### config.mk
export PLATFORM = sky130hd
export DESIGN_NAME = mac_stream_engine
export DESIGN_NICKNAME = d
export VERILOG_FILES = /design/src/rtl/mac_pkg.sv /design/src/rtl/mac_mult_stage.sv /design/src/rtl/mac_stream_engine.sv
export SDC_FILE = /design/constraint.sdc
export NUM_CORES = 1
export LEC_CHECK = 0
export BUFFER_PORTS_ARGS = -buffer_cell sky130_fd_sc_hd__buf_2
export CAP_MARGIN = 15
export CORE_AREA = 2 2 204 206
export DETAILED_ROUTE_END_ITERATION = 10
export DIE_AREA = 0 0 206 208
export HOLD_SLACK_MARGIN = 0.05
export PLACE_DENSITY = 0.85
export RECOVER_POWER = 25
export SLEW_MARGIN = 20
export SYNTH_ARGS = -nofsm -noshare
export SYNTH_HDL_FRONTEND = slang
export SYNTH_SLANG_ARGS = --single-unit
### constraint.sdc
create_clock -name clk -period 9.4 [get_ports clk]
set_input_delay 2.35 -clock clk [delete_from_list [all_inputs] [get_ports clk]]
set_output_delay 2.35 -clock clk [all_outputs]
set_load 0.01 [all_outputs]
### src/rtl/mac_pkg.sv
// Shared definitions for the MAC stream engine: controller state encoding,
// default widths and the product-to-accumulator extension helper.
package mac_pkg;

    // Default widths; each one can be overridden per instance.
    localparam int DEF_DATA_W = 16;
    localparam int DEF_ACC_W  = 64;
    localparam int DEF_CNT_W  = 16;

    // Widest value ext_to_acc handles. ACC_W and 2*DATA_W must not exceed it.
    localparam int EXT_MAX_W  = 128;

    // Controller states.
    typedef enum logic [1:0] {
        ST_IDLE  = 2'd0,
        ST_RUN   = 2'd1,
        ST_DRAIN = 2'd2,
        ST_DONE  = 2'd3
    } mac_state_e;

    // Sign- or zero-extend the low src_w bits of val to the full width.
    // The caller truncates the result to its own accumulator width.
    function automatic logic [EXT_MAX_W-1:0] ext_to_acc(
        input logic [EXT_MAX_W-1:0] val,
        input int                   src_w,
        input logic                 sign_ext
    );
        logic [EXT_MAX_W-1:0] up;
        up = val << (EXT_MAX_W - src_w);
        if (sign_ext) begin
            return $signed(up) >>> (EXT_MAX_W - src_w);
        end
        return up >> (EXT_MAX_W - src_w);
    endfunction

endpackage

### src/rtl/mac_mult_stage.sv
// Registered DATA_W x DATA_W multiplier. It is the product-register stage of
// the MAC pipeline, with a signed/unsigned select and a valid bit carried
// alongside the product.
module mac_mult_stage #(
    parameter int DATA_W = 16
) (
    input  logic                  clk,
    input  logic                  clr_n,
    input  logic                  signed_mode,
    input  logic                  op_valid,
    input  logic [DATA_W-1:0]     op_a,
    input  logic [DATA_W-1:0]     op_b,
    output logic                  prod_valid,
    output logic [2*DATA_W-1:0]   prod
);

    localparam int PROD_W = 2 * DATA_W;

    logic [PROD_W-1:0] a_ext;
    logic [PROD_W-1:0] b_ext;
    logic [PROD_W-1:0] prod_next;

    // Widen both operands to the product width and multiply. The low PROD_W
    // bits of the product are exact in both modes, so one multiplier serves
    // signed and unsigned operands.
    always_comb begin
        a_ext     = signed_mode ? {{DATA_W{op_a[DATA_W-1]}}, op_a}
                                : {{DATA_W{1'b0}}, op_a};
        b_ext     = signed_mode ? {{DATA_W{op_b[DATA_W-1]}}, op_b}
                                : {{DATA_W{1'b0}}, op_b};
        prod_next = a_ext * b_ext;
    end

    // Product register. The valid bit follows the operand stage every cycle,
    // so bubbles pass straight through.
    always_ff @(posedge clk or negedge clr_n) begin
        if (!clr_n) begin
            prod_valid <= 1'b0;
            prod       <= '0;
        end else begin
            // NOTE: non-blocking assignments here, so every register samples
            // values from before the edge, whatever order the blocks run in.
            prod_valid <= op_valid;
            if (op_valid) begin
                prod <= prod_next;
            end
        end
    end

endmodule

### src/rtl/mac_stream_engine.sv
// Self-sequenced multiply-accumulate engine. It accepts `len` operand pairs
// over a valid/ready handshake, forms their dot product in a three-stage
// pipeline (operand reg -> product reg -> accumulator) and holds the result
// until the consumer takes it.
// Optional feature: define MAC_SAT_EN for a saturating accumulator and a
// sticky ovf flag. Without it the accumulator wraps and ovf is tied to 0.
module mac_stream_engine
    import mac_pkg::*;
#(
    parameter int DATA_W = DEF_DATA_W,
    parameter int ACC_W  = DEF_ACC_W,
    parameter int CNT_W  = DEF_CNT_W
) (
    input  logic              clk,
    input  logic              clr_n,
    input  logic              start,
    input  logic [CNT_W-1:0]  len,
    input  logic              signed_mode,
    input  logic              in_valid,
    output logic              in_ready,
    input  logic [DATA_W-1:0] a,
    input  logic [DATA_W-1:0] b,
    output logic              busy,
    output logic              out_valid,
    input  logic              out_ready,
    output logic [ACC_W-1:0]  result,
    output logic              ovf
);

    localparam int PROD_W = 2 * DATA_W;

    mac_state_e          state;
    mac_state_e          next_state;
    logic [CNT_W-1:0]    remaining;
    logic                mode_signed;
    logic                take;
    logic                launch;

    logic                op_valid;
    logic [DATA_W-1:0]   op_a;
    logic [DATA_W-1:0]   op_b;
    logic                prod_valid;
    logic [PROD_W-1:0]   prod;

    logic [ACC_W-1:0]    acc;
    logic [ACC_W-1:0]    prod_ext;
    logic [ACC_W-1:0]    acc_next;

    // Handshake and status outputs. All of them come from registered state.
    assign in_ready  = (state == ST_RUN) && (remaining != '0);
    assign take      = in_valid && in_ready;
    assign launch    = (state == ST_IDLE) && start;
    assign busy      = (state != ST_IDLE);
    assign out_valid = (state == ST_DONE);
    assign result    = acc;

    // State register.
    always_ff @(posedge clk or negedge clr_n) begin
        if (!clr_n) begin
            state <= ST_IDLE;
        end else begin
            state <= next_state;
        end
    end

    // Next-state logic. RUN moves on when the last pair is taken, and DRAIN
    // waits for the operand and product stages to empty.
    always_comb begin
        // NOTE: assign a default first, so every path through the case
        // drives next_state and no latch is inferred.
        next_state = state;
        unique case (state)
            ST_IDLE: begin
                if (start) begin
                    next_state = (len == '0) ? ST_DONE : ST_RUN;
                end
            end
            ST_RUN: begin
                if (take && (remaining == CNT_W'(1))) begin
                    next_state = ST_DRAIN;
                end
            end
            ST_DRAIN: begin
                if (!op_valid && !prod_valid) begin
                    next_state = ST_DONE;
                end
            end
            ST_DONE: begin
                if (out_ready) begin
                    next_state = ST_IDLE;
                end
            end
            default: next_state = ST_IDLE;
        endcase
    end

    // Job setup: load the pair count and latch the arithmetic mode on start,
    // then count down one per accepted pair.
    always_ff @(posedge clk or negedge clr_n) begin
        if (!clr_n) begin
            remaining   <= '0;
            mode_signed <= 1'b0;
        end else if (launch) begin
            remaining   <= len;
            mode_signed <= signed_mode;
        end else if (take) begin
            remaining   <= remaining - CNT_W'(1);
        end
    end

    // Operand register, the first pipeline stage.
    always_ff @(posedge clk or negedge clr_n) begin
        if (!clr_n) begin
            op_valid <= 1'b0;
            op_a     <= '0;
            op_b     <= '0;
        end else begin
            op_valid <= take;
            if (take) begin
                op_a <= a;
                op_b <= b;
            end
        end
    end

    // Product register, the second pipeline stage.
    mac_mult_stage #(
        .DATA_W (DATA_W)
    ) u_mult (
        .clk         (clk),
        .clr_n       (clr_n),
        .signed_mode (mode_signed),
        .op_valid    (op_valid),
        .op_a        (op_a),
        .op_b        (op_b),
        .prod_valid  (prod_valid),
        .prod        (prod)
    );

    // Extend the product to the accumulator width using the latched mode.
    always_comb begin
        prod_ext = ACC_W'(ext_to_acc(EXT_MAX_W'(prod), PROD_W, mode_signed));
    end

`ifdef MAC_SAT_EN
    localparam logic [ACC_W-1:0] SMAX = {1'b0, {(ACC_W-1){1'b1}}};
    localparam logic [ACC_W-1:0] SMIN = {1'b1, {(ACC_W-1){1'b0}}};

    logic [ACC_W:0] sum_wide;
    logic           sat_hit;
    logic           ovf_q;

    // Saturating add. In signed mode an overflow shows up as two addends of
    // equal sign giving a sum of the other sign. In unsigned mode it shows up
    // as a carry out of the top bit.
    always_comb begin
        sum_wide = {1'b0, acc} + {1'b0, prod_ext};
        acc_next = sum_wide[ACC_W-1:0];
        sat_hit  = 1'b0;
        if (mode_signed) begin
            if ((acc[ACC_W-1] == prod_ext[ACC_W-1]) &&
                (sum_wide[ACC_W-1] != acc[ACC_W-1])) begin
                sat_hit  = 1'b1;
                acc_next = acc[ACC_W-1] ? SMIN : SMAX;
            end
        end else if (sum_wide[ACC_W]) begin
            sat_hit  = 1'b1;
            acc_next = '1;
        end
    end

    // Accumulator with a sticky overflow flag. Both clear when a job starts.
    always_ff @(posedge clk or negedge clr_n) begin
        if (!clr_n) begin
            acc   <= '0;
            ovf_q <= 1'b0;
        end else if (launch) begin
            acc   <= '0;
            ovf_q <= 1'b0;
        end else if (prod_valid) begin
            acc   <= acc_next;
            ovf_q <= ovf_q | sat_hit;
        end
    end

    assign ovf = ovf_q;
`else
    // Wrapping add, modulo 2^ACC_W.
    always_comb begin
        acc_next = acc + prod_ext;
    end

    // Accumulator, the third pipeline stage. It is cleared when a job starts.
    always_ff @(posedge clk or negedge clr_n) begin
        if (!clr_n) begin
            acc <= '0;
        end else if (launch) begin
            acc <= '0;
        end else if (prod_valid) begin
            acc <= acc_next;
        end
    end

    assign ovf = 1'b0;
`endif

endmodule

### After elaboration in Yosys (flattened, before gate mapping)

Index checks and enable logic that the tools add are counted.
Widths: inputs -> output; s select.

| cells by class | value |
|---|---|
| add/subtract/negate cells | 2 |
| multipliers | 1 |
| equality and inequality tests | 8 |
| muxes and demuxes | 15 |
| reduce and logical (&&, ||, !) cells | 14 |

Operator list:

| operator | number |
|---|---|
| $mux 64 | 4 |
| $add 64x64->64 | 1 |
| $mux 32 | 2 |
| $mul 32x32->32 | 1 |
| $mux 16 | 2 |
| $eq 16x1->1 const B | 1 |
| $logic_not 16->1 | 1 |
| $reduce_bool 16->1 | 1 |
| $sub 16x1->16 const B | 1 |
| $mux 2 | 5 |
| $pmux 2 s4 | 1 |
| $reduce_bool 2->1 | 3 |
| $logic_and 1x1->1 | 5 |
| $eq 2x2->1 const B | 2 |
| $ne 2x1->1 const B | 2 |
| $ne 2x2->1 const B | 2 |
| $reduce_and 4->1 | 1 |
| $eq 2x1->1 const B | 1 |
| $logic_not 1->1 | 2 |
| $logic_not 2->1 | 1 |
| $mux 1 | 1 |

| storage, ports and cells | value |
|---|---|
| bits in registers | 149 |
| input bits | 54 |
| output and inout port bits | 68 |
| logic and storage cells | 49 |

### Longest topological paths before layout

Gate-level depths: netlist of the first run.

| depth | value |
|---|---|
| word-level depth | 6 |
| gate-level depth with buffers | 29 |
| depth with buffers taken out | 28 |

### By module

A second synthesis of the first run with hierarchy kept.

| unflattened totals | value |
|---|---|
| cells, all modules | 2637 |
| area total of the unflattened synthesis | 23115.9 sq um |

Modules (own cells, without submodules):

| module | instances | cells an instance | area each (sq um) |
|---|---|---|---|
| mac_mult_stage | 1 | 1537 | 14427.6 |
| mac_stream_engine | 1 | 1100 | 8688.3 |

### Worst setup path after synthesis of the first run

OpenSTA, ideal clock, no wires.

| timing path | value |
|---|---|
| path kind | register to register |
| from | register mode_signed |
| to | register u_mult.prod[29] |
| setup time | 0.125 ns |
| arrival time | 7.070 ns |
| required time | 9.275 ns |
| path slack | 2.206 ns |
| cell stages (with the launch flop) | 28 |
| clock period less this slack | 7.194 ns |
| cell sequence | dfrtp_1 -> and2_1 -> clkbuf_1 -> nand2_1 -> inv_1 -> fa_1 -> fa_1 -> fa_1 -> inv_1 -> fa_1 -> inv_1 -> fa_1 -> inv_1 -> fa_1 -> inv_1 -> fa_1 -> fa_1 -> ha_1 -> nand3_1 -> nor2_1 -> nand2_1 -> or4b_1 -> a21oi_1 -> o211ai_1 -> a21oi_1 -> nor2_1 -> xnor2_1 -> mux2_2 |

| between the ends | value |
|---|---|
| cells in the longest elaborated chain, start to end | 2 |

RTL lines:

| what | RTL line | source |
|---|---|---|
| from (decl) | mac_stream_engine.sv:35 | `logic mode_signed;` |
| from (signal assigned) | mac_stream_engine.sv:105 | `mode_signed <= signed_mode;` |
| $mux 32 (on tied branches) | mac_mult_stage.sv:27, mac_mult_stage.sv:29 |  |
| $mul 32x32->32 (*) | mac_mult_stage.sv:31 | `prod_next = a_ext * b_ext;` |
| to (signal assigned) | mac_mult_stage.sv:45 | `prod <= prod_next;` |
| to (decl) | mac_mult_stage.sv:14 | `output logic [2*DATA_W-1:0] prod` |

Mark *: on every way between the ends. The rest lies on a longest branch, timed or not.
A chain may end at the register's enable or synchronous reset.

### Worst setup path after layout of the first run

| timing path | value |
|---|---|
| from | register op_a[15] |
| to | register u_mult.prod[31] |

| between the ends | value |
|---|---|
| cells in the longest elaborated chain, start to end | 2 |

RTL lines:

| what | RTL line | source |
|---|---|---|
| from (decl) | mac_stream_engine.sv:40 | `logic [DATA_W-1:0] op_a;` |
| from (signal assigned) | mac_stream_engine.sv:115 | `op_a <= '0;` |
| from (signal assigned) | mac_stream_engine.sv:120 | `op_a <= a;` |
| $mux 32 | mac_mult_stage.sv:27 | `a_ext = signed_mode ? {{DATA_W{op_a[DATA_W-1]}}, op_a}` |
| $mul 32x32->32 | mac_mult_stage.sv:31 |  |

Every way passes these cells.

==> metrics.yaml, run 1 <==
timing:
  finalSetupViolations: 0
  max_freq_ghz: 0.1198
  fin_crit_sh_pct: 88.80
  period_minus_slack_ps: 8347
  tns_ps: 0
  hold_violations: 0
  holdWs_ps: 511.2
  skew_ps: 22.61
  rsz0062_at_grt: "false"
  slew_headroom_pct: -173.3
  slew_violations: 188
  worstMarginPinSlew_ps: 4099
status:
  status: "complete, but fails checks"
  violations: "capacitance limit, slew limit"
flow_run:
  cap_violations: 3
global_routing:
  grt_overflow: 0
  grt_max_degree: 85
  grt_pass1_wl_mm: 97.17
  track_usage_pct: 28.58
  antenna_found_initial: 0
  grt_pass1_vias: 18840
cells_and_area:
  syn2layout_area_growth_pct: 6.528
  ff_latch_area_um2: 3729
  diodes: 0
  final_nets: 3161
  fillCellCount: 3379
  fin_util_pct: 60.22
  multiInputGateArea_um2: 17330
  final_common_cell: "inv_1"
  drive_above_1_share_pct: 8.005
  most-common-layout-cells: "369 x inv_1, 341 x fa_1, 298 x nand2_1, 193 x ha_1, 186 x and2_1"
routing:
  avgViaCountPerCell: 5.802
  dr.first_iter.drc_count: 1475
  wirelength_mm: 59.09
  route.detailed.drc: 0
  routedWlPerCell_um: 18.95
  vias: 18090
  ant_nets: 0
  drt-pass1-iter-count: 8
clock_tree:
  cts_tree: "built"
  cts_resized: 0
  ctsHoldBuffers: 0
  cts_max_level: 4
  clock_latency_ps: 490
  cts.sinks: 149
  cts_made_buffers: 17
  cts_root_buf: "clkbuf_16"
  cts_buffer_depth: 2
  path_clk_slew_ps: 70
  post-cts-setup-buffers: 0
yosys:
  synth-seq-cells: 149
  synthFlopType: "dfrtp_1"
  synth_cell_types: 77
  async_flop_share_pct: 100.0
  syn-cell-area_um2: 22920
  syn_inst: 2539
  syn_avg_cell_area_um2: 9.028
  synth_largest_area_cell: "fa_1"
  synth_edf_count: 0
  synth_fp_nets: 3127
  yosysSeqAreaShare_pct: 16.27
  yosys-top-cells-area: "fa_1 30%, dfrtp_1 16%, ha_1 11%, inv_1 6.0%, and2_1 5.1%"
  synth_top_area_share_pct: 29.78
  yosysWarnings: 0
critical_path:
  cp_max_fo: 23
  arrival_ps: 8620
  worstPathRequired_ps: 9670
  critPathLaunchType: "flop"
  cp-endpoint: "u_mult.prod[31]$_DFFE_PN0P_"
  endpoint_kind: "flop"
  rrSetupSlack_ps: 1050
  reg2reg_from: "op_a[15]$_DFFE_PN0P_"
  setup.worst_path.class: "flop to flop"
  setup.worst_path.start: "op_a[15]$_DFFE_PN0P_"
  reg2regPathDepth: 26
  r2r-end: "u_mult.prod[31]$_DFFE_PN0P_"
floorplan:
  fp-row-count: 74
  fp.dieArea_um2: 42850
  pin_count: 122
  start_util_pct: 56.53
  core_area_um2: 40550
  die_h_um: 208
  die_w_um: 206
placed_design:
  io_buffers: 120
  dp_hpwl_mm: 46.57
  gp_congestion: 0.9490
worst_hold_path:
  holdCritPathClass: "flop to flop"
-- worst min-delay path by stage --
stage / from / to / cells after the start
2_1_floorplan: op_valid$_DFF_PN0_ / u_mult.prod_valid$_DFF_PN0_ / 0
3_3_place_gp: result[52]$_DFFE_PN0P_ / result[52]$_DFFE_PN0P_ / 2
3_5_place_dp: u_mult.prod[29]$_DFFE_PN0P_ / u_mult.prod[29]$_DFFE_PN0P_ / 1
4_1_cts: u_mult.prod[29]$_DFFE_PN0P_ / u_mult.prod[29]$_DFFE_PN0P_ / 1
5_1_grt: u_mult.prod[28]$_DFFE_PN0P_ / u_mult.prod[28]$_DFFE_PN0P_ / 1
6_report: result[52]$_DFFE_PN0P_ / result[52]$_DFFE_PN0P_ / 2
-- state kept, by name, summed over array words and instances (netlist names) --
| signal | cells |
|---|---|
| mode_signed | 1 |
| result | 64 |
| op_valid | 1 |
| u_mult.prod_valid | 1 |
| u_mult.prod | 32 |
| state | 2 |
| op_b | 16 |
| remaining | 16 |
| op_a | 16 |
-- critical path, stage by stage (launching register included) --
cell and delay (ps):
dfrtp_1 780, and2_1 440, nand2_1 160, inv_1 160, fa_1 450, fa_1 490
fa_1 530, inv_1 60, fa_1 530, inv_1 50, fa_1 500, inv_1 60
fa_1 540, inv_1 50, fa_1 490, fa_1 410, ha_1 380, nand3_1 130
nor2_1 180, nand2_1 70, or4b_1 500, a21oi_1 310, o21ai_0 160, o311ai_1 320
a21oi_1 150, xnor2_1 170, a21oi_1 90
-- through the flow --
step	instances	area (um2)	setup slack, ps
final	3118	24420	1053
after global routing	3118	24420	621.7
after CTS	3118	24440	1212
after detailed placement	3086	23810	1229
after global placement	3086	23810	1569
after floorplan	2539	22920	2206
-- cells in the mapped netlist, types with 21 or more instances --
cell type,number
nor3_1,24
fa_1,341
xnor2_1,100
dfrtp_1,149
ha_1,193
mux2i_1,41
clkbuf_1,86
nor2_1,133
mux2_2,27
a21o_1,42
inv_1,369
and2_1,187
a21oi_1,119
xor2_1,24
nand3_1,39
nand4_1,22
o21ai_0,83
a211oi_1,21
and3_1,35
nand2_1,298
buf_2,23
-- logic make-up after synthesis --
kind of cell	after synthesis	share of synthesized area (%)
xor gates and xnor gates	124	4.738
muxes	68	3.117
DFF	149	16.27
other	1	0.01636
buffers and inverters	487	8.138
and+or+nand+nor	790	16.70
adders and majority gates	534	40.31
AOI/OAI and AO/OA	386	10.71
-- layout make-up --
cell class / instances / area share, %
clock buffers: 20 / 1.870
repair buffers: 132 / 2.808
clock inverters: 12 / 0.6917
multi-input cells: 1903 / 70.95
flip-flops and latches: 149 / 15.27
well taps: 532 / 2.726
inverters: 370 / 5.687
-- metal layers --
layer	wire length (um)	up-vias	global-route usage (%)
met2	28240	817	46.62
met1	24930	8895	39.01
met3	4484	125	4.919
met4	1437	0	8.719
met5	0	-	0
li1	-	8254	-
Power of run 1 is left out: the tool's default activity adds up to more than one toggle a clock period on the data nets, which glitch-free logic cannot reach.
==> run 2: changes to the inputs <==
--- a/config.mk
+++ b/config.mk
@@ -12,7 +12,6 @@
 export DIE_AREA = 0 0 206 208
 export HOLD_SLACK_MARGIN = 0.05
 export PLACE_DENSITY = 0.85
-export RECOVER_POWER = 25
 export SLEW_MARGIN = 20
 export SYNTH_ARGS = -nofsm -noshare
 export SYNTH_HDL_FRONTEND = slang
==> metrics.yaml, run 2 (synthesis results as in run 1) <==
placed_design:
  dp_hpwl_mm: 46.57
  dp_slack_ps: 1229
  gp_congestion: 0.9490
  io_buffers: 120
routing:
  ant_nets: 0
  route.detailed.drc: 0
  drt-pass1-iter-count: 5
  dr.first_iter.drc_count: 1558
  avgViaCountPerCell: 5.792
  wirelength_mm: 59.05
  routedWlPerCell_um: 18.94
  vias: 18060
global_routing:
  grt_overflow: 0
  grt_pass1_vias: 18840
  grt_pass1_wl_mm: 97.17
  grt_max_degree: 85
  antenna_found_initial: 0
  track_usage_pct: 28.58
timing:
  fin_crit_sh_pct: 88.62
  rsz0062_at_grt: "false"
  period_minus_slack_ps: 8330
  hold_violations: 0
  tns_ps: 0
  slew_headroom_pct: 29.77
  worstMarginPinSlew_ps: 1054
  slew_violations: 0
  fin_ws_ps: 1070
  skew_ps: 26.74
  max_freq_ghz: 0.1200
  finalSetupViolations: 0
cells_and_area:
  final_common_cell: "inv_1"
  ff_latch_area_um2: 3732
  syn2layout_area_growth_pct: 6.632
  diodes: 0
  drive_above_1_share_pct: 8.198
  most-common-layout-cells: "369 x inv_1, 341 x fa_1, 298 x nand2_1, 193 x ha_1, 186 x and2_1"
  multiInputGateArea_um2: 17330
  largest_reg_flops: 64
  final_nets: 3161
  fillCellCount: 3372
floorplan:
  fp-row-count: 74
  die_w_um: 206
  pin_count: 122
  fp.dieArea_um2: 42850
  start_util_pct: 56.53
  core_area_um2: 40550
  die_h_um: 208
flow_run:
  cap_violations: 0
clock_tree:
  cts_made_buffers: 17
  cts_max_level: 4
  ctsHoldBuffers: 0
  cts_resized: 0
  cts_root_buf: "clkbuf_16"
  cts_tree: "built"
  cts.sinks: 149
  cts_buffer_depth: 2
  clock_latency_ps: 490
  path_clk_slew_ps: 70
  post-cts-setup-buffers: 0
critical_path:
  cp_max_fo: 23
  rrSetupSlack_ps: 1070
  arrival_ps: 8660
  setup.worst_path.class: "flop to flop"
  endpoint_kind: "flop"
  worstPathRequired_ps: 9730
  critPathLaunchType: "flop"
worst_hold_path:
  holdCritPathClass: "flop to flop"
status:
  status: "completed"
==> run 2: cell count changes in the layout (fill, tap and decap cells not counted), sizes merged <==
cell	delta
clkbuf	-3
buf	+3
==> run 2: layout make-up <==
cell class / instances / share of cell area [%]
multi-input combinational: 1903 / 70.90
sequential: 149 / 15.27
timing repair buffer: 132 / 2.867
tap: 532 / 2.723
clock buffer: 20 / 1.868
inverter: 370 / 5.682
clock inverter: 12 / 0.6910
==> run 2: worst paths after layout <==
kind / from / endpoint / depth (start not counted)
min in group asynchronous: clr_n / result[11]$_DFFE_PN0P_ / 1
min reg2reg: result[52]$_DFFE_PN0P_ / result[52]$_DFFE_PN0P_ / 2
max in group asynchronous: clr_n / op_a[15]$_DFFE_PN0P_ / 2
min: result[52]$_DFFE_PN0P_ / result[52]$_DFFE_PN0P_ / 2
max reg2reg: op_a[15]$_DFFE_PN0P_ / u_mult.prod[31]$_DFFE_PN0P_ / 26
max: op_a[15]$_DFFE_PN0P_ / u_mult.prod[31]$_DFFE_PN0P_ / 26
==> run 2: per-layer routing <==
metal	vias up	global-route usage, %	wire, um
met5	-	0	0
li1	8251	-	-
met4	0	8.719	1536
met1	8876	39.01	24820
met2	796	46.62	28040
met3	135	4.919	4653
==> run 2: critical path: stages, from the launching register on <==
cell and delay, ps:
dfrtp_1 790, and2_1 440, nand2_1 160, inv_1 160, fa_1 450, fa_1 490
fa_1 530, inv_1 60, fa_1 530, inv_1 50, fa_1 500, inv_1 60
fa_1 540, inv_1 50, fa_1 490, fa_1 410, ha_1 380, nand3_1 130
nor2_1 180, nand2_1 70, or4b_1 500, a21oi_1 330, o21ai_0 180, o311ai_1 320
a21oi_1 150, xnor2_1 170, a21oi_1 90
==> run 2: through the flow <==
step | instances | util (%) | cell area, um2 | hold slack [ps]
after floorplan | 2539 | - | 22920 | 370.4
after global placement | 3086 | 58.72 | 23810 | 499.6
after detailed placement | 3086 | 58.72 | 23810 | 504.8
after CTS | 3118 | 60.26 | 24440 | 520.1
after global routing | 3118 | 60.27 | 24440 | 537.8
final | 3118 | 60.27 | 24440 | 510.0
Power of run 2 is left out for the same reason.
